--- src/rtl/iter_div_unit_pkg.sv ---
// Shared types and defaults for the iterative integer divider.
// State encoding is one-hot so the controller decodes each state from a single flop.
package iter_div_unit_pkg;

  localparam int DEF_WIDTH = 32;
  localparam int DEF_BPC   = 1;
  localparam int DEF_TAG_W = 5;

  typedef enum logic [3:0] {
    DIV_IDLE = 4'b0001,
    DIV_CALC = 4'b0010,
    DIV_FIX  = 4'b0100,
    DIV_DONE = 4'b1000
  } div_state_e;

  // Number of CALC iterations needed to resolve a full quotient.
  function automatic int div_steps(input int width, input int bpc);
    return width / bpc;
  endfunction

endpackage

--- src/rtl/iter_div_unit_step.sv ---
// Combinational core of the divider: BPC chained restoring steps per call.
// The quotient bits shift into the low end of the dividend register as it empties.
module div_iter_step #(
  parameter int WIDTH = 32,
  parameter int BPC   = 1
) (
  input  logic [WIDTH-1:0] rem_in,
  input  logic [WIDTH-1:0] dvd_in,
  input  logic [WIDTH-1:0] dvs,
  output logic [WIDTH-1:0] rem_out,
  output logic [WIDTH-1:0] dvd_out
);

  logic [WIDTH-1:0] rem_v;
  logic [WIDTH-1:0] dvd_v;
  logic [WIDTH:0]   shifted;
  logic [WIDTH+1:0] diff;

  // NOTE: blocking assignments here model a chain of combinational stages;
  // each loop iteration consumes the previous iteration's result.
  always_comb begin
    rem_v   = rem_in;
    dvd_v   = dvd_in;
    shifted = '0;
    diff    = '0;
    for (int i = 0; i < BPC; i++) begin
      shifted = {rem_v, dvd_v[WIDTH-1]};
      // Two guard bits: the shifted remainder can reach 2*divisor-1.
      diff    = {1'b0, shifted} - {2'b00, dvs};
      dvd_v   = {dvd_v[WIDTH-2:0], ~diff[WIDTH+1]};
      rem_v   = diff[WIDTH+1] ? shifted[WIDTH-1:0] : diff[WIDTH-1:0];
    end
  end

  assign rem_out = rem_v;
  assign dvd_out = dvd_v;

endmodule

--- src/rtl/iter_div_unit.sv ---
// Multi-cycle signed/unsigned divider with valid/ready on both sides, flush,
// deterministic divide-by-zero and a tag carried alongside the operation.
module iter_div_unit
  import iter_div_unit_pkg::*;
#(
  parameter int WIDTH = DEF_WIDTH,
  parameter int BPC   = DEF_BPC,
  parameter int TAG_W = DEF_TAG_W
) (
  input  logic             clk,
  input  logic             resetn,
  input  logic             flush,
  input  logic             in_valid,
  output logic             in_ready,
  input  logic             in_signed,
  input  logic [WIDTH-1:0] in_dividend,
  input  logic [WIDTH-1:0] in_divisor,
  input  logic [TAG_W-1:0] in_tag,
  output logic             out_valid,
  input  logic             out_ready,
  output logic [WIDTH-1:0] out_quot,
  output logic [WIDTH-1:0] out_rem,
  output logic [TAG_W-1:0] out_tag,
  output logic             out_dbz,
  output logic             busy
);

  localparam int               STEPS = div_steps(WIDTH, BPC);
  localparam int               CNT_W = $clog2(STEPS + 1);
  localparam logic [CNT_W-1:0] CNT_INIT = CNT_W'(STEPS);

  if (WIDTH < 4 || (WIDTH % 2) != 0 || !(BPC == 1 || BPC == 2 || BPC == 4) ||
      (WIDTH % BPC) != 0) begin : g_bad_params
    $error("iter_div_unit: illegal WIDTH/BPC combination");
  end

  div_state_e       state_q;
  div_state_e       state_d;
  logic [CNT_W-1:0] cnt_q;
  logic [WIDTH-1:0] rem_q;
  logic [WIDTH-1:0] dvd_q;
  logic [WIDTH-1:0] dvs_q;
  logic             quot_neg_q;
  logic             rem_neg_q;
  logic [TAG_W-1:0] tag_q;

  logic             accept;
  logic             div_zero;
  logic [WIDTH-1:0] step_rem;
  logic [WIDTH-1:0] step_dvd;

  function automatic logic [WIDTH-1:0] magnitude(input logic [WIDTH-1:0] x,
                                                 input logic             sgn);
    return (sgn && x[WIDTH-1]) ? (~x + WIDTH'(1)) : x;
  endfunction

  // A flush in the same cycle must win over any accept, so it gates ready.
  assign in_ready  = ~flush & ((state_q == DIV_IDLE) |
                               ((state_q == DIV_DONE) & out_ready));
  assign accept    = in_valid & in_ready;
  assign div_zero  = (in_divisor == '0);
  assign out_valid = (state_q == DIV_DONE);
  assign busy      = (state_q != DIV_IDLE);

  div_iter_step #(
    .WIDTH (WIDTH),
    .BPC   (BPC)
  ) u_step (
    .rem_in  (rem_q),
    .dvd_in  (dvd_q),
    .dvs     (dvs_q),
    .rem_out (step_rem),
    .dvd_out (step_dvd)
  );

  always_ff @(posedge clk or negedge resetn) begin
    if (!resetn) begin
      state_q <= DIV_IDLE;
    end else begin
      state_q <= state_d;
    end
  end

  // NOTE: every output of this block gets a default first so no path
  // through the case statement can leave it unassigned and infer a latch.
  always_comb begin
    state_d = state_q;
    unique case (state_q)
      DIV_IDLE: if (accept) state_d = div_zero ? DIV_DONE : DIV_CALC;
      DIV_CALC: if (cnt_q == '0) state_d = DIV_FIX;
      DIV_FIX:  state_d = DIV_DONE;
      DIV_DONE: begin
        if (accept) begin
          state_d = div_zero ? DIV_DONE : DIV_CALC;
        end else if (out_ready) begin
          state_d = DIV_IDLE;
        end
      end
      default:  state_d = DIV_IDLE;
    endcase
    if (flush) state_d = DIV_IDLE;
  end

  // NOTE: sequential state is written with non-blocking assignments only, so
  // every register samples the values present before the clock edge.
  always_ff @(posedge clk or negedge resetn) begin
    if (!resetn) begin
      cnt_q      <= '0;
      rem_q      <= '0;
      dvd_q      <= '0;
      dvs_q      <= '0;
      quot_neg_q <= 1'b0;
      rem_neg_q  <= 1'b0;
      tag_q      <= '0;
      out_quot   <= '0;
      out_rem    <= '0;
      out_tag    <= '0;
      out_dbz    <= 1'b0;
    end else if (accept) begin
      cnt_q      <= CNT_INIT;
      rem_q      <= '0;
      dvd_q      <= magnitude(in_dividend, in_signed);
      dvs_q      <= magnitude(in_divisor, in_signed);
      quot_neg_q <= in_signed & (in_dividend[WIDTH-1] ^ in_divisor[WIDTH-1]);
      rem_neg_q  <= in_signed & in_dividend[WIDTH-1];
      tag_q      <= in_tag;
      // Divide-by-zero skips the datapath and publishes its fixed result now.
      if (div_zero) begin
        out_quot <= '1;
        out_rem  <= in_dividend;
        out_tag  <= in_tag;
        out_dbz  <= 1'b1;
      end
    end else if (state_q == DIV_CALC && cnt_q != '0) begin
      rem_q <= step_rem;
      dvd_q <= step_dvd;
      cnt_q <= cnt_q - CNT_W'(1);
    end else if (state_q == DIV_FIX) begin
      out_quot <= quot_neg_q ? (~dvd_q + WIDTH'(1)) : dvd_q;
      out_rem  <= rem_neg_q ? (~rem_q + WIDTH'(1)) : rem_q;
      out_tag  <= tag_q;
      out_dbz  <= 1'b0;
    end
  end

endmodule

--- config.mk ---
export PLATFORM = sky130hd
export DESIGN_NAME = iter_div_unit
export DESIGN_NICKNAME = d
export VERILOG_FILES = /design/src/rtl/iter_div_unit_pkg.sv /design/src/rtl/iter_div_unit_step.sv /design/src/rtl/iter_div_unit.sv
export SDC_FILE = /design/constraint.sdc
export NUM_CORES = 1
export LEC_CHECK = 0
export BUFFER_PORTS_ARGS = -buffer_cell sky130_fd_sc_hd__buf_4
export CELL_PAD_IN_SITES_DETAIL_PLACEMENT = 0
export CELL_PAD_IN_SITES_GLOBAL_PLACEMENT = 1
export CORE_MARGIN = 1
export CORE_UTILIZATION = 45
export DETAILED_ROUTE_END_ITERATION = 10
export GPL_ROUTABILITY_DRIVEN = 0
export GPL_TIMING_DRIVEN = 0
export PLACE_DENSITY = 0.84
export SLEW_MARGIN = 20
export SYNTH_ARGS = -nofsm -noshare
export SYNTH_HDL_FRONTEND = slang
export SYNTH_SLANG_ARGS = --single-unit
--- constraint.sdc ---
create_clock -name clk -period 3.8 [get_ports clk]
set_clock_uncertainty 0.15 [all_clocks]
set_input_delay 0.57 -clock clk [delete_from_list [all_inputs] [get_ports clk]]
set_output_delay 0.57 -clock clk [all_outputs]
set_load 0.01 [all_outputs]
Word level (Yosys, flattened, before mapping)
Index checks and enable logic that the tools add are counted.
{"block": "totals", "elab_cells": 85, "output_inout_bits": 73, "regBits": 183, "in_bits": 75}
{"block": "op_classes", "n_reduce_logical": 10, "n_eq_ne": 10, "addsub": 6, "bitwise_logic": 13, "muxes": 34}
{"operator": "$mux W32", "count": 17}
{"operator": "$add A32 B1 Y32 const B", "count": 4}
{"operator": "$not A32 Y32", "count": 4}
{"operator": "$sub A33 B32 Y34", "count": 1}
{"operator": "$logic_not A32 Y1", "count": 1}
{"operator": "$mux W4", "count": 6}
{"operator": "$mux W5", "count": 4}
{"operator": "$pmux W4 S4", "count": 1}
{"operator": "$mux W6", "count": 2}
{"operator": "$logic_not A6 Y1", "count": 1}
{"operator": "$ne A3 B3 Y1 const B", "count": 2}
{"operator": "$reduce_and A3 Y1", "count": 2}
{"operator": "$reduce_bool A6 Y1", "count": 1}
{"operator": "$sub A6 B1 Y6 const B", "count": 1}
{"operator": "$and A1 B1 Y1", "count": 5}
{"operator": "$eq A4 B1 Y1 const B", "count": 1}
{"operator": "$eq A4 B2 Y1 const B", "count": 1}
{"operator": "$eq A4 B3 Y1 const B", "count": 1}
{"operator": "$eq A4 B4 Y1 const B", "count": 1}
{"operator": "$mux W1", "count": 4}
{"operator": "$ne A4 B1 Y1 const B", "count": 1}
{"operator": "$ne A4 B2 Y1 const B", "count": 1}
{"operator": "$reduce_bool A2 Y1", "count": 2}
{"operator": "$logic_and A1 B1 Y1", "count": 3}
{"operator": "5 further kinds", "count": 6}

Longest topological paths before layout
{"block": "logic_depth", "ltp_word": 8, "ltp_mapped": 13, "ltp_nobuf": 12}

By module
From an unflattened synthesis, not the netlist that was laid out.
{"block": "unflattened", "cells_unflattened": 1470, "hier_area_um2": 12539.5}
{"module": "iter_div_unit", "seq_area_each_um2": 4580.6, "area_per_inst_um2": 9933.3, "cells_per_inst": 1067, "instances": 1}
{"module": "div_iter_step", "seq_area_each_um2": 0.0, "area_per_inst_um2": 2606.2, "cells_per_inst": 403, "instances": 1}

Worst setup path after synthesis
No wires, ideal clock.
{"block": "synth_timing", "kind": "reg2reg", "start": "register dvd_q[12]", "end": "register out_quot[31]", "path_stages_with_launch": 9, "path_slack_ps": 458, "path_buffers": 0, "synth_period_minus_slack_ps": 3342, "arrival_ps": 3055, "required_ps": 3513, "cell_sequence": "dfrtp_1 > or4_4 > or4_4 > or4_4 > or4_1 > or3_4 > o31ai_4 > xnor2_1 > a21oi_1"}
{"block": "synth_via", "elab_chain_len": 6}
{"element": "start: declaration", "line": "iter_div_unit.sv:41", "source": "logic [WIDTH-1:0] dvd_q;"}
{"element": "start signal: assignment", "line": "iter_div_unit.sv:122", "source": "dvd_q <= magnitude(in_dividend, in_signed);"}
{"element": "start signal: assignment", "line": "iter_div_unit.sv:136", "source": "dvd_q <= step_dvd;"}
{"element": "$not A32 Y32", "line": "iter_div_unit.sv:139", "source": "out_quot <= quot_neg_q ? (~dvd_q + WIDTH'(1)) : dvd_q;"}
{"element": "$add A32 B1 Y32", "line": "iter_div_unit.sv:139"}
{"element": "$mux W32", "line": "iter_div_unit.sv:139"}
{"element": "$mux W32", "line": "iter_div_unit.sv:138", "source": "end else if (state_q == DIV_FIX) begin"}
{"element": "$mux W32", "line": "iter_div_unit.sv:134", "source": "end else if (state_q == DIV_CALC && cnt_q != '0) begin"}
{"element": "$mux W32", "line": "iter_div_unit.sv:119", "source": "end else if (accept) begin"}
{"element": "end signal: assignment", "line": "iter_div_unit.sv:139"}
{"element": "end: declaration", "line": "iter_div_unit.sv:21", "source": "output logic [WIDTH-1:0] out_quot,"}
No other way between the ends. The select of a mux whose other input is x is not followed.
A chain may end at the register's enable or synchronous reset.

Final worst setup path
{"block": "layout_timing", "start": "register dvd_q[2]", "end": "register out_quot[31]"}
Same word-level chain as after synthesis.

==> out/metrics.csv <==
stage;metric;value;unit
synth;most area-consuming cells after synthesis;dfrtp_1, xor2_1, o21ai_0;
critical_path;R2R Setup Slk;0.18;ns
place;port bufs;147;
synth;Post-Syn Instances;1412;
synth;post-synthesis simple-gate area fraction;0.174;
min_path;Hold Path Class;input port to flip-flop;
critical_path;Worst Path Required;3.95;ns
floorplanning;row cnt;59;
pwr;Sw Share;0.404;
sta;Max-slew headroom;0.385;
pwr;Switch Pwr;3460;uW
floorplanning;Die Ht;164;um
pwr;pwr/cell area;607;mW/mm^2
finish;final core utilization;0.544;
synth;post-synthesis mux area share;0.0162;
critical_path;Crit Path Category;flip-flop to flip-flop;
clocking;CTS Buf Count;17;
synth;Cell variety after synth;64;
synth;xor/xnor share of the synthesized area;0.107;
place;hpwl dp;28.3;mm
sta;Fin. Hold Viols;0;
finish;Synth-to-Final Area Change;19.1;%
sta;count of final setup violators;0;
synth;top cells by count, synth;dfrtp_1, nand2_1, o21ai_0;
grt;global-route wire length before repair;56.8;mm
grt;largest net degree at the start of global routing;76;
synth;Post-Synth Adder-Cell Area;0.0418;
grt;initial antenna violation count;0;
critical_path;arrival time worst endpoint;3.76;ns
detailed_routing;vias;11000;
clocking;CTS tree;built;
pwr;part of the power in registers;0.364;
floorplanning;die width;164;um
clocking;CTS Buffer Depth;2;
synth;sequential-to-total area share from yosys stat;0.387;
synth;post-synthesis compound-gate area fraction;0.234;
detailed_routing;Routed WL;36.2;mm
floorplanning;area of the core;0.0259;sq mm
sta;RSZ-0062 raised after global routing;false;
synth;largest family of logic cells by synthesized area;compound AO/OA/AOI/OAI gates;
sta;slew of the pin with the lowest slew margin;0.923;ns
sta;period utilisation layout;0.952;
critical_path;crit path launch type;flip-flop;
place;Post-DP Area;0.0135;sq mm
detailed_routing;vias per cell;5.68;
finish;diodes inserted;0;
critical_path;Critical Path Fanout Max;7;
clocking;Clock Sinks;183;
synth;Most used DFF post-synth;dfrtp_1;
finish;Design Area, Final;0.0141;sq mm
finish;layout net count;1697;
clocking;CTS Root Buffer Type;clkbuf_16;
floorplanning;Initial Util;0.457;
pwr;Clock Power Share;0.214;
synth;syn avg cell area;8.39;sq um
synth;top-count cell post-synth;dfrtp_1;
floorplanning;top-level I/O count;148;
floorplanning;die area;0.0270;sq mm
synth;Synth top area share;0.384;
sta;WHS;0.173;ns
synth;Synth Warn #;0;
synth;asr flop ratio synth;1.00;
outcome;status;finished, final reports clean;
grt;GRT Util Overall;0.276;
detailed_routing;post-route antenna net violation count;0;
detailed_routing;DR iter-0 viols;747;
synth;Synth area leader;dfrtp_1;
pwr;Lkg Pwr;0.00634;uW
clocking;CTS HTree Levels;4;
sta;min Tclk post-route;3.62;ns
synth;flops & latches, synth;183;
pwr;Combinational Power Share;0.421;
pwr;Peak supply drop;0.335;mV
sta;f_max;276;MHz
finish;share of cells above drive strength 1;0.135;
critical_path;Setup crit end kind;flip-flop;
clocking;clk_lat worst skew;0.44;ns
detailed_routing;wire per inst;18.8;um
flow_run;Max-Cap Viols;0;
synth;syn nets;1526;
detailed_routing;DR pass1 iterations;5;
grt;grt ovf;0;
pwr;Internal;5100;uW
grt;number of global-route vias before repair;10200;
clocking;Worst-path clk slew;0.07;ns
detailed_routing;number of remaining DRC errors;0;
synth;post-synthesis cell area;0.0118;sq mm
synth;Post-synth EDFFs;0;
sta;Max Transition Viols Final;0;
==> power by group through the flow <==
stage	logic (uW)	registers, uW	clock network (uW)
floorplan	2340	3090	0
global placement	3520	3130	0
detailed placement	3580	3150	0
CTS	3600	3110	1860
global route	4040	3200	1920
finish	3610	3120	1830
==> logic make-up (layout without fill, tap and decap cells) <==
kind of cell / after synthesis / after routing
flip-flops: 183 / 183
multiplexers: 19 / 19
XOR/XNOR: 145 / 145
AO/OA/AOI/OAI: 451 / 451
buffers and inverters: 125 / 309
adder cells (fa/ha/maj): 39 / 39
AND/OR/NAND/NOR: 450 / 450
==> layout make-up <==
cell class	count	area [sq um]
Tap cell	335	419
Clock inverter	14	161
Buffer	72	283
Fill cell	2499	11800
Timing Repair Buffer	153	1200
Multi-Input combinational cell	1104	6830
Clock buffer	18	439
Sequential cell	183	4580
Inverter	52	195
==> repair_timing <==
action,CTS,global route
setup buffers,0,2
cloned,0,0
pin swaps,0,1
setup endpoints to repair,48,77
hold endpoints to repair,39,0
hold buffers,1,0
gates resized for setup,3,7
==> through the flow <==
stage	setup TNS (ns)	total power (uW)	setup WS [ns]	instances
floorplan	0	5430	0.458	1412
global placement	-62.53	6650	-1.05	1894
detailed placement	-28.42	6730	-0.635	1897
CTS	0	8570	0.0628	1930
global route	0	9160	0.0203	1931
finish	0	8560	0.182	1931
==> worst max-delay path: stages (launching register included) <==
cell and delay (ns):
dfrtp_1 0.36, clkbuf_1 0.18, nor4_1 0.62, nand3_1 0.39, or4_4 0.53, or4_1 0.43, or3_4 0.38, o31ai_4 0.20
xnor2_1 0.14, a21oi_1 0.08
==> routing by layer <==
| layer | wire [um] | vias up | share of wire | global-route usage |
|---|---|---|---|---|
| met3 | 2060 | 59 | 0.057 | 0.0348 |
| met4 | 888 | 0 | 0.025 | 0.0875 |
| met5 | 0 | - | 0 | 0 |
| met1 | 15800 | 5175 | 0.44 | 0.363 |
| met2 | 17500 | 348 | 0.48 | 0.468 |
| li1 | - | 5380 | - | - |
==> sequential cells by signal, indices dropped and copies added, names as in the netlist <==
| signal | flops |
|---|---|
| dvd_q | 32 |
| dvs_q | 32 |
| out_quot | 32 |
| out_rem | 32 |
| rem_q | 32 |
| cnt_q | 6 |
| out_tag | 5 |
| tag_q | 5 |
| state_q | 4 |
| out_dbz | 1 |
| quot_neg_q | 1 |
| rem_neg_q | 1 |
==> path summary, 6_finish.rpt <==
path	startpoint	to	depth (start not counted)
setup / recovery	dvd_q[2]	out_quot[31]	9
hold / removal	flush	state_q[1]	2
setup reg to reg	dvd_q[2]	out_quot[31]	9
hold reg to reg	tag_q[2]	tag_q[2]	2
max in group asynchronous	resetn	state_q[0]	3
min in group asynchronous	resetn	out_quot[0]	2
==> cells in the final DEF (no fill, tap or decap), types with 5 or more instances in the layout <==
cell,netlist,routed
inv_6,0,5
nor2b_1,7,7
xnor2_1,50,50
a22oi_1,26,26
o31ai_1,32,32
nand3_1,36,36
and2_1,13,13
and3_1,11,11
buf_2,6,7
o21a_1,6,6
a32oi_1,5,5
inv_1,52,52
mux2i_1,18,18
a21o_1,16,16
nor4_1,9,7
nor3_1,19,19
buf_4,0,148
ha_1,38,38
o21ai_0,151,151
or4_1,10,10
nand2_1,179,179
o21bai_1,6,6
clkbuf_16,0,17
nand3b_1,5,5
xor2_1,95,95
o41ai_1,12,12
o211ai_1,13,13
a31oi_1,24,24
clkbuf_1,63,59
nor2_1,120,120
a21boi_0,6,6
clkinvlp_4,0,5
a21oi_1,117,117
dfrtp_1,182,182
or3_1,18,18
No activity file was read; power rests on OpenSTA's default activity.
